### config.mk
export PLATFORM = sky130hd
export DESIGN_NAME = z80_refresh_unit
export DESIGN_NICKNAME = d
export VERILOG_FILES = /design/src/rtl/z80_refresh_unit_pkg.sv /design/src/rtl/z80_refresh_unit_popcount_inc.sv /design/src/rtl/z80_refresh_unit.sv
export SDC_FILE = /design/constraint.sdc
export NUM_CORES = 1
export LEC_CHECK = 0
export ABC_CLOCK_PERIOD_IN_PS = 3320
export BUFFER_PORTS_ARGS = -buffer_cell sky130_fd_sc_hd__buf_2
export CAP_MARGIN = 10
export CORE_MARGIN = 2
export CORE_UTILIZATION = 51
export DETAILED_ROUTE_END_ITERATION = 10
export PLACE_DENSITY = 0.85
export SYNTH_ARGS = -nofsm -noshare
export SYNTH_HDL_FRONTEND = slang
export SYNTH_HIERARCHICAL = 1
export SYNTH_SLANG_ARGS = --single-unit
export TNS_END_PERCENT = 20
### constraint.sdc
create_clock -name clk -period 3.32 [get_ports clk]
set_clock_uncertainty 0.1 [all_clocks]
set_input_delay 0.166 -clock clk [delete_from_list [all_inputs] [get_ports clk]]
set_output_delay 0.166 -clock clk [all_outputs]
set_load 0.1 [all_outputs]
### src/rtl/z80_refresh_unit_pkg.sv
// ============================================================================
// Module  : z80_refresh_unit_pkg
// Purpose : Shared flag bit positions, read-FSM states and ld_sel encodings
//           for the Z80 I/R refresh unit.
// Rev     : 1.0  initial release
// ============================================================================
`default_nettype none

package z80_refresh_unit_pkg;

  localparam int unsigned FLAG_S  = 7;
  localparam int unsigned FLAG_Z  = 6;
  localparam int unsigned FLAG_F5 = 5;
  localparam int unsigned FLAG_H  = 4;
  localparam int unsigned FLAG_F3 = 3;
  localparam int unsigned FLAG_PV = 2;
  localparam int unsigned FLAG_N  = 1;
  localparam int unsigned FLAG_C  = 0;

  localparam logic LD_SEL_R = 1'b0;
  localparam logic LD_SEL_I = 1'b1;

  typedef enum logic [0:0] {
    ST_IDLE   = 1'b0,
    ST_RESULT = 1'b1
  } rd_state_e;

endpackage

`default_nettype wire

### src/rtl/z80_refresh_unit_popcount_inc.sv
// ============================================================================
// Module  : z80_popcount_inc
// Purpose : Adds the number of set M1 strobes to the R counting field,
//           wrapping modulo 2^CNT_WIDTH.
// Rev     : 1.0  initial release
// ============================================================================
`default_nettype none

module z80_popcount_inc #(
  parameter int CNT_WIDTH = 7,
  parameter int LANES     = 1
) (
  input  logic [LANES-1:0]     i_strobe,
  input  logic [CNT_WIDTH-1:0] i_cnt,
  output logic [CNT_WIDTH-1:0] o_cnt
);

  // Accumulating in the field width gives the wrap for free.
  always_comb begin
    o_cnt = i_cnt;
    for (int k = 0; k < LANES; k++) begin
      o_cnt = o_cnt + CNT_WIDTH'(i_strobe[k]);
    end
  end

endmodule

`default_nettype wire

### src/rtl/z80_refresh_unit.sv
// ============================================================================
// Module  : z80_refresh_unit
// Purpose : Owns Z80 I/R, counts M1 fetches into R, drives refresh address and
//           executes the read side of LD A,R / LD A,I.
// Config  : Z80_NMOS_IFF2_BUG_EN - int_ack in the read cycle forces PV to 0.
// Rev     : 1.0  initial release
// ============================================================================
`default_nettype none

module z80_refresh_unit
  import z80_refresh_unit_pkg::*;
#(
  parameter int R_CNT_WIDTH = 7,
  parameter int M1_LANES    = 1
) (
  input  logic                clk,
  input  logic                reset,
  input  logic [M1_LANES-1:0] m1_done,
  input  logic                r_wr_en,
  input  logic                i_wr_en,
  input  logic [7:0]          wr_data,
  input  logic                ld_req,
  input  logic                ld_sel,
  input  logic [7:0]          f_in,
  input  logic                iff2,
  input  logic                int_ack,
  output logic                res_valid,
  output logic [7:0]          res_a,
  output logic [7:0]          res_f,
  output logic [7:0]          r_out,
  output logic [7:0]          i_out,
  output logic                refresh_valid,
  output logic [15:0]         refresh_addr
);

  logic [7:0]             r_r;
  logic [7:0]             r_i;
  logic [7:0]             r_res_a;
  logic [7:0]             r_res_f;
  logic                   r_refresh_valid;
  logic [15:0]            r_refresh_addr;
  rd_state_e              r_state;
  rd_state_e              w_state_next;
  logic                   w_res_valid;
  logic [R_CNT_WIDTH-1:0] w_cnt_next;
  logic [7:0]             w_r_inc;
  logic [7:0]             w_r_next;
  logic [7:0]             w_i_next;
  logic [7:0]             w_v;
  logic                   w_pv;
  logic [7:0]             w_flags;
  logic                   w_unused_f;

  z80_popcount_inc #(
    .CNT_WIDTH (R_CNT_WIDTH),
    .LANES     (M1_LANES)
  ) u_popcount_inc (
    .i_strobe (m1_done),
    .i_cnt    (r_r[R_CNT_WIDTH-1:0]),
    .o_cnt    (w_cnt_next)
  );

  generate
    if (R_CNT_WIDTH < 8) begin : g_upper_hold
      assign w_r_inc = {r_r[7:R_CNT_WIDTH], w_cnt_next};
    end else begin : g_full_count
      assign w_r_inc = w_cnt_next;
    end
  endgenerate

  assign w_r_next = r_wr_en ? wr_data : w_r_inc;
  assign w_i_next = i_wr_en ? wr_data : r_i;
  // Read samples post-update values so LD A,R sees its own opcode fetches.
  assign w_v      = (ld_sel == LD_SEL_I) ? w_i_next : w_r_next;

`ifdef Z80_NMOS_IFF2_BUG_EN
  assign w_pv = iff2 & ~int_ack;
`else
  logic w_unused_int_ack;
  assign w_unused_int_ack = int_ack;
  assign w_pv = iff2;
`endif

  assign w_unused_f = ^{f_in[FLAG_S], f_in[FLAG_Z], f_in[FLAG_H], f_in[FLAG_PV], f_in[FLAG_N]};

  always_comb begin
    w_flags          = 8'h00;
    w_flags[FLAG_S]  = w_v[7];
    w_flags[FLAG_Z]  = (w_v == 8'h00);
    w_flags[FLAG_F5] = f_in[FLAG_F5];
    w_flags[FLAG_F3] = f_in[FLAG_F3];
    w_flags[FLAG_PV] = w_pv;
    w_flags[FLAG_C]  = f_in[FLAG_C];
  end

  always_comb begin
    w_state_next = r_state;
    w_res_valid  = 1'b0;
    case (r_state)
      ST_IDLE: begin
        if (ld_req) w_state_next = ST_RESULT;
      end
      ST_RESULT: begin
        w_res_valid  = 1'b1;
        w_state_next = ld_req ? ST_RESULT : ST_IDLE;
      end
      default: w_state_next = ST_IDLE;
    endcase
  end

  always_ff @(posedge clk) begin
    if (reset) begin
      r_state         <= ST_IDLE;
      r_r             <= 8'h00;
      r_i             <= 8'h00;
      r_res_a         <= 8'h00;
      r_res_f         <= 8'h00;
      r_refresh_valid <= 1'b0;
      r_refresh_addr  <= 16'h0000;
    end else begin
      r_state         <= w_state_next;
      r_r             <= w_r_next;
      r_i             <= w_i_next;
      r_refresh_valid <= |m1_done;
      if (|m1_done) r_refresh_addr <= {r_i, r_r};
      if (ld_req) begin
        r_res_a <= w_v;
        r_res_f <= w_flags;
      end
    end
  end

  assign res_valid     = w_res_valid;
  assign res_a         = r_res_a;
  assign res_f         = r_res_f;
  assign r_out         = r_r;
  assign i_out         = r_i;
  assign refresh_valid = r_refresh_valid;
  assign refresh_addr  = r_refresh_addr;

endmodule

`default_nettype wire

After elaboration in Yosys (flattened, before gate mapping)
Cells that the tools add are included.

Bits of input ports: 25. Bits in latches: 0. Memories: 0. Output and inout bits: 50. Bits in registers: 48. Memory bits (read-only): 0. Word-level logic and storage cells: 14. Bits in writable memories: 0.

Reductions and logical operators: 1. Mux-type cells: 5. Magnitude comparators: 0. Divide/modulo/power cells: 0. Bitwise operators: 0. Multipliers: 0. Shift operators: 0. Eq/ne operators: 0. Add/subtract/negate cells: 1.

Operators by type and width (count): 8-bit two-way mux (3); 8-bit zero test (1); 7-bit by 1-bit adder with 7-bit output (1); 1-bit two-way mux (2).

Logic depth before layout (Yosys ltp)
Gate-level depths: netlist of the first run.

Depth in word-level cells: 4. Depth in mapped cells: 9. Mapped depth without buffers: 9.

Hierarchy
Netlist of the first run, hierarchy kept.

Modules (own cells, without submodules): z80_refresh_unit (area an instance 1786.7 µm², cells an instance 169, instances 1, seq. area each 940.9 µm²); z80_popcount_inc (area an instance 92.6 µm², cells an instance 11, instances 1, seq. area each 0.0 µm²).

Worst setup path after synthesis of the first run
OpenSTA, ideal clock, no wires.

Path type: flip-flop to flip-flop. From: reg r_r[0], in the netlist r_out[0]. To: reg r_res_f[6], in the netlist res_f[6]. Clock period less this slack: 2717 ps. Required time: 3161 ps. Setup slack: 603 ps. Arrival time: 2559 ps. Buffers on the path: 0. Setup time: 59 ps. Stages on the path, launching flop included: 10. Path through: dfxtp_1 ha_1 ha_1 and3_2 nand3_1 xnor2_1 nand2b_1 o221ai_1 nor4_1 a31o_1.

Longest elaborated chain between the ends: 4.

Ends and longest elaborated chain: from (decl) (line z80_refresh_unit.sv:36) `logic [7:0] r_r;`; from (signal assigned) (line z80_refresh_unit.sv:122) `r_r <= w_r_next;`; 7-bit by 1-bit adder with 7-bit output (line z80_refresh_unit_popcount_inc.sv:22) `o_cnt = o_cnt + CNT_WIDTH'(i_strobe[k]);`; net w_cnt_next[6] (line z80_refresh_unit.sv:45) `logic [R_CNT_WIDTH-1:0] w_cnt_next;`; 8-bit two-way mux (line z80_refresh_unit.sv:71) `assign w_r_next = r_wr_en ? wr_data : w_r_inc;`; 8-bit two-way mux (line z80_refresh_unit.sv:74) `assign w_v = (ld_sel == LD_SEL_I) ? w_i_next : w_r_next;`; 8-bit zero test (line z80_refresh_unit.sv:89) `w_flags[FLAG_Z] = (w_v == 8'h00);`; to (signal assigned) (line z80_refresh_unit.sv:128) `r_res_f <= w_flags;`; to (decl) (line z80_refresh_unit.sv:39) `logic [7:0] r_res_f;`.

The timed path passes the listed nets, and every way through them passes these cells. A chain may end at the register's enable or synchronous reset.

Worst setup path after layout of the first run
From: in m1_done. To: reg r_res_f[6], in the netlist res_f[6].

Longest elaborated chain between the ends: 4.

Ends and longest elaborated chain: from (decl) (line z80_refresh_unit.sv:18) `input logic [M1_LANES-1:0] m1_done,`; 7-bit by 1-bit adder with 7-bit output (line z80_refresh_unit_popcount_inc.sv:22); net w_cnt_next[6] (line z80_refresh_unit.sv:45); 8-bit two-way mux (line z80_refresh_unit.sv:71); 8-bit two-way mux (line z80_refresh_unit.sv:74); 8-bit zero test (line z80_refresh_unit.sv:89).

The timed path passes the listed nets, and every way through them passes these cells.

==> results of run 1 <==
## routing by layer
metal	up-vias	part of all wire, %
met1	649	45
met5	-	0
met2	45	48
li1	720	-
met4	0	1.4
met3	6	5.5
## area by class of cell
class | instances | area (µm²)
Inverter | 1 | 3.75
Fill cell | 317 | 1340
Tap cell | 48 | 60.1
Sequential cell | 47 | 941
Multi-Input combinational cell | 118 | 845
Timing Repair Buffer | 67 | 340
Clock buffer | 7 | 76.3
Clock inverter | 1 | 5.00
## tightest hold or removal path, delay by kind of cell
family | cells | cell delay (ps)
muxes | 1 | 50
and+or+nand+nor | 1 | 70
buffers and inverters | 1 | 70
## state kept, by name, indices dropped and copies added (netlist names)
signal	flops
refresh_valid	1
refresh_addr	16
res_a	8
res_f	5
r_out	8
r_state	1
i_out	8
## metrics by stage
stage / cells / hold WS [ps]
after floorplan: 181 / 149
after global placement: 280 / 298
after detailed placement: 280 / 318
after CTS: 289 / 4.07
after global routing: 289 / 17.0
final: 289 / 10.2
## power by group
group          switching (mW)  internal [mW]  leakage (nW)
logic                   0.304         0.0699         0.788
clock network           0.171          0.148        0.0422
registers              0.0195          0.594         0.386
total                   0.495          0.811          1.22
## cells by family (layout without fill, tap and decap cells)
family | Yosys count | in the layout
buf+inv | 16 | 76
flops | 47 | 47
compound gates | 3 | 3
simple gates | 55 | 55
xor+xnor | 5 | 5
mux | 51 | 51
other cells | 1 | 2
fa+ha+maj | 2 | 2
## cell usage in the layout, fill, tap and decap left out, types with 2 or more instances in the layout
master,n
buf_2,66
xnor2_1,2
nor2_1,43
conb_1,2
mux2i_1,51
nand3_1,2
nor2b_1,2
clkbuf_8,5
ha_1,2
dfxtp_1,47
nor4_1,2
xor2_1,3
clkbuf_1,2
## final timing paths
kind	startpoint	end	slack [ps]	depth (start not counted)
max reg2reg	r_out[0]	res_f[6]	1210	9
max	m1_done	res_f[6]	1190	10
min	iff2	res_f[2]	10	3
min reg2reg	refresh_addr[12]	refresh_addr[12]	400	2
==> summary.txt, run 1 <==
RUN STATUS
------------------------------------------------------------------------------------
Result of the run                                                       complete, no violations

CRITICAL PATH
------------------------------------------------------------------------------------
Maximum fanout along the worst path                                               18
Crit path launch type                                                   primary input
Buffering stage count on the worst path with inverters included                    1
Crit-path slowest cell                                                         buf_2
Sequence of cells on the critical path                                  buf_2 > ha_1 > ha_1 > and3_2 > nand3_1 > xnor2_1 > nand2b_1 > o221ai_1 > nor4_1 > a31o_1
Family with the most delay on the worst path                            simple AND/OR/NAND/NOR gates
Delay of the slowest cell on the worst path                                   420 ps
CP arrival                                                                   2270 ps
Crit path capture type                                                     flip-flop
Critical path data required time                                             3460 ps
Critical Path Most Common Cell                                                  ha_1
Kind of critical path                                                         in2reg

GRT
------------------------------------------------------------------------------------
Initial antenna violation count                                                    0
Peak-usage layer in the global routing report                                   met2
Global routing usage on met1                                                   23.0%
Total global routing track utilization                                         18.4%
Global-route wire length before repair                                       5930 µm
Via count of the first global-routing pass                                      1304
Global route overflow                                                              0
Met2 usage in global routing                                                   29.9%
Maximum number of pins on one net before global-route repair                      48
Routing usage on met3                                                          4.34%

SYNTH
------------------------------------------------------------------------------------
Post-synth top flop                                                          dfxtp_1
Cell taking the most area after synthesis                                    dfxtp_1
Combinational family with the most area after synthesis                 multiplexers
Multiplexer area fraction after synthesis                                      27.2%
Yosys top cell area share                                                      50.1%
Leading post-synthesis cells by instance count                          mux2i_1 (51), dfxtp_1 (47), nor2_1 (43)
Register area share after synthesis                                            50.1%
Proportion of synthesized flip-flops having asynchronous set or reset             0%
Number of synthesized flops with an enable pin                                     0
Biggest area contributors in the synthesized netlist                    dfxtp_1 (50%), mux2i_1 (27%), nor2_1 (8.6%)
Most frequent cell after synthesis                                           mux2i_1
Seq cells post-synth                                                              47
Synth warn                                                                         6
Simple logic cell fraction of the synthesized area                             12.5%
Distinct cells, synth                                                             25
Mean post-synth cell area                                                   10.4 µm²
Synth Area in XOR/XNOR                                                         2.33%
Share of the synthesized area in compound gates (AO/OA/AOI/OAI)                1.20%
Synthesized-area fraction occupied by adder cells                              1.33%
Combined area of all synthesized cells                                      1880 µm²
Post-Synthesis Cells                                                             180

POWER AND IR DROP
------------------------------------------------------------------------------------
Static leakage                                                               1.22 nW
Sum of internal, switching and leakage power                                 1.31 mW
Power per cell area                                                       575 nW/µm²
Worst vdd ir                                                                0.308 mV

STA
------------------------------------------------------------------------------------
Period utilisation layout                                                      64.0%
Summed negative setup slack over all endpoints                                  0 ps
Period minus WS final                                                        2130 ps
Relative slew slack                                                            45.4%
Fmax                                                                         471 MHz
Slew at the pin closest to its max-slew limit                                 819 ps
Fin. Hold Viols                                                                    0
Max-slew violation count                                                           0
Slack of the critical path                                                   1190 ps
# setup viols final                                                                0
Setup repair after global routing missed its margin                            false

ROUTING
------------------------------------------------------------------------------------
Post-Route WL                                                                3640 µm
DRC violation count after routing                                                  0
Antenna viol nets, final                                                           0
Number of vias per cell                                                         4.91
Length of the first detailed-routing pass in iterations                            4
DRC violation total after the first TritonRoute iteration                         56
Wire per inst                                                                12.6 µm
Vias after detailed routing                                                     1420

LAYOUT
------------------------------------------------------------------------------------
Core Util, Final                                                               63.0%
Post-route cell area                                                        2270 µm²
Syn-to-layout area delta                                                       20.8%
Total Nets Final                                                                 267
Share of layout cells above drive strength 1                                   30.3%
Diodes inserted                                                                    0

CLOCKING
------------------------------------------------------------------------------------
Buffer levels on the longest clock path                                            2
Post-CTS resize count                                                              0
Insertion delay to the later sink of the worst-skew pair                      290 ps
Clock transition at the registers of the reported paths                        80 ps
Number of buffers inserted during clock tree synthesis                             5
TritonCTS clock tree                                                             yes
Hold buffer count at cts                                                           1
Buffer cell driving the clock tree root                                     clkbuf_8
Number of post-CTS setup repair buffers                                            0
Number of sinks driven by the clock tree                                          47
Deepest level of the CTS H-tree                                                    2

FLOW RUN
------------------------------------------------------------------------------------
Max Cap Violations                                                                 0

PLACE
------------------------------------------------------------------------------------
DP Area                                                                     2180 µm²
Last weighted congestion value of the routability-driven placer                0.741
Placed wire-length estimate                                                  2570 µm
Buffers added on ports                                                            66
Minimum setup slack after placement                                           832 ps

FLOORPLAN
------------------------------------------------------------------------------------
Die Height                                                                   64.7 µm
Cell row count                                                                    22
Num ports                                                                         75
Initial standard-cell utilization of the core                                  52.1%
Core Box Area                                                               3610 µm²
Total Die Area                                                              4190 µm²
Horizontal die dimension                                                     64.7 µm

HOLD PATH
------------------------------------------------------------------------------------
Path type of the worst min-delay path                                         in2reg

No activity file was read; power rests on OpenSTA's default activity.
==> inputs of run 2 (changes only) <==
ABC_CLOCK_PERIOD_IN_PS = 2200   (was 3320)
CORE_UTILIZATION = 47   (was 51)
PLACE_DENSITY = 0.8   (was 0.85)
clock period = 2.2 ns   (was 3.32 ns; I/O delays follow)
==> run 2 against run 1 <==
Compared with the run above:
- critical path type is now reg2reg
- final area rose by 5.9%
- count of clock-buffer cells in the layout rose by 1
- largest cell class unchanged
- hold slack got worse by 8.8 ps
==> summary.txt, run 2 (synthesis gave the netlist of run 1 again) <==
CRITICAL PATH
------------------------------------------------------------------------------
CP arrival                                                             2170 ps
Kind of critical path                                                  reg2reg
Flop-to-flop setup slack                                                170 ps
Delay of the slowest cell on the worst path                             350 ps
Critical path data required time                                       2350 ps
Crit path capture type                                               flip-flop
Crit path launch type                                                flip-flop
Sequence of cells on the critical path                            ha_1 > ha_1 > and3_2 > nand3_1 > xnor2_1 > nand2b_1 > o221ai_1 > nor4_1 > a31o_1
Critical Path Most Common Cell                                            ha_1
Maximum fanout along the worst path                                          3
Crit-path slowest cell                                                 dfxtp_4

LAYOUT
------------------------------------------------------------------------------
Most common cell after layout, fill and taps aside                       buf_2
Diodes inserted                                                              0
Share of layout cells above drive strength 1                             31.7%
Total Nets Final                                                           278
Syn-to-layout area delta                                                 28.0%
Number of fill cells                                                       331
FF+latch area                                                          951 µm²
Area of the multi-input gates                                          845 µm²
Commonest non-fill, non-tap cells in the layout                   buf_2 (66), mux2i_1 (51), nor2_1 (43), dfxtp_1 (43), dlygate4sd3_1 (10)
Max FFs per register                                                        16

GRT
------------------------------------------------------------------------------
Maximum number of pins on one net before global-route repair                32
Global route overflow                                                        0
Global-route wire length before repair                                 6490 µm
Initial antenna violation count                                              0
Via count of the first global-routing pass                                1461
Total global routing track utilization                                   19.3%

STA
------------------------------------------------------------------------------
Hold Slack                                                             1.36 ps
Slew at the pin closest to its max-slew limit                           545 ps
Summed negative setup slack over all endpoints                            0 ps
Fmax                                                                   494 MHz
Setup repair after global routing missed its margin                      false
Relative slew slack                                                      63.7%
Period utilisation layout                                                92.1%
# setup viols final                                                          0
Max-slew violation count                                                     0
Period minus WS final                                                  2030 ps
Fin. Hold Viols                                                              0

FLOORPLAN
------------------------------------------------------------------------------
Num ports                                                                   75
Horizontal die dimension                                               67.2 µm
Total Die Area                                                        4520 µm²
Cell row count                                                              22
Core Box Area                                                         3740 µm²
Die Height                                                             67.2 µm
Initial standard-cell utilization of the core                            50.2%

ROUTING
------------------------------------------------------------------------------
Wire per inst                                                          13.4 µm
Antenna viol nets, final                                                     0
DRC violation total after the first TritonRoute iteration                   48
Vias after detailed routing                                               1465
Length of the first detailed-routing pass in iterations                      4
Number of vias per cell                                                   4.88
Post-Route WL                                                          4020 µm
DRC violation count after routing                                            0

PLACE
------------------------------------------------------------------------------
Buffers added on ports                                                      66
Last weighted congestion value of the routability-driven placer          0.731
Placed wire-length estimate                                            2780 µm

HOLD PATH
------------------------------------------------------------------------------
Path type of the worst min-delay path                                   in2reg

CLOCKING
------------------------------------------------------------------------------
Buffer cell driving the clock tree root                               clkbuf_8
Clock transition at the registers of the reported paths                  80 ps
Number of post-CTS setup repair buffers                                      0
Number of buffers inserted during clock tree synthesis                       5
Number of sinks driven by the clock tree                                    47
TritonCTS clock tree                                                       yes
Buffer levels on the longest clock path                                      2
Insertion delay to the later sink of the worst-skew pair                300 ps
Deepest level of the CTS H-tree                                              2

POWER AND IR DROP
------------------------------------------------------------------------------
Static leakage                                                         1.27 nW
Power per cell area                                                 860 nW/µm²
Worst vdd ir                                                          0.606 mV

RUN STATUS
------------------------------------------------------------------------------
Result of the run                                                 complete, no violations

FLOW RUN
------------------------------------------------------------------------------
Max Cap Violations                                                           0

==> run 2: changes by cell type in the layout (fill, tap and decap cells not counted), sizes merged <==
cell         change
clkinv           -1
buf              +2
clkbuf           +1
dlygate4sd3      +9
==> run 2: per-stage QoR <==
stage / worst slack (ps) / cells / utilization, % / power [mW] / cell area (µm²)
2_1_floorplan: 2.70 / 181 / - / 1.43 / 1890
3_3_place_gp: 185 / 282 / 58.9 / 1.51 / 2200
3_5_place_dp: 190 / 282 / 58.9 / 1.51 / 2200
4_1_cts: 165 / 300 / 64.2 / 2.08 / 2400
5_1_grt: 14.8 / 300 / 64.2 / 2.15 / 2400
6_report: 174 / 300 / 64.2 / 2.07 / 2400
==> run 2: worst max-delay path: cells and delay by family, from the launching register on <==
kind / cells / cell delay (ps)
simple gates: 4 / 730
fa+ha+maj: 2 / 390
flops: 1 / 350
compound gates: 2 / 330
xor+xnor: 1 / 70
==> run 2: final timing paths <==
kind	from	endpoint	depth (start not counted)
worst max register to register	r_out[0]	res_f[6]	9
worst max-delay path	r_out[0]	res_f[6]	9
worst min register to register	refresh_addr[11]	refresh_addr[11]	2
worst min-delay path	wr_data[5]	i_out[5]	3
==> run 2: what timing repair did <==
action | 4_1_cts | 5_1_grt
hold buffers | 10 | 0
resized for setup | 0 | 0
hold endpoints to repair | 12 | 0
==> run 2: per-layer routing <==
metal  up-vias  routed length, µm  part of all wire [%]  global-route usage (%)
met4         0                 56                   1.4                    6.89
met1       675               1890                    47                    23.6
met3         7                262                   6.5                    6.17
li1        739                  -                     -                       -
met2        44               1810                    45                    31.7
met5         -                  0                     0                       0
==> run 2: power by group <==
group          switching (mW)  total [mW]  internal, mW
clock network           0.274       0.561         0.287
logic                   0.463       0.581         0.118
registers              0.0299       0.926         0.896
total                   0.767        2.07          1.30
==> run 2: area by class of cell <==
type | instances | share of cell area, %
Sequential cell | 47 | 39.5
Multi-Input combinational cell | 118 | 35.1
Timing Repair Buffer | 78 | 18.5
Clock buffer | 8 | 4.16
Tap cell | 48 | 2.50
Inverter | 1 | 0.156
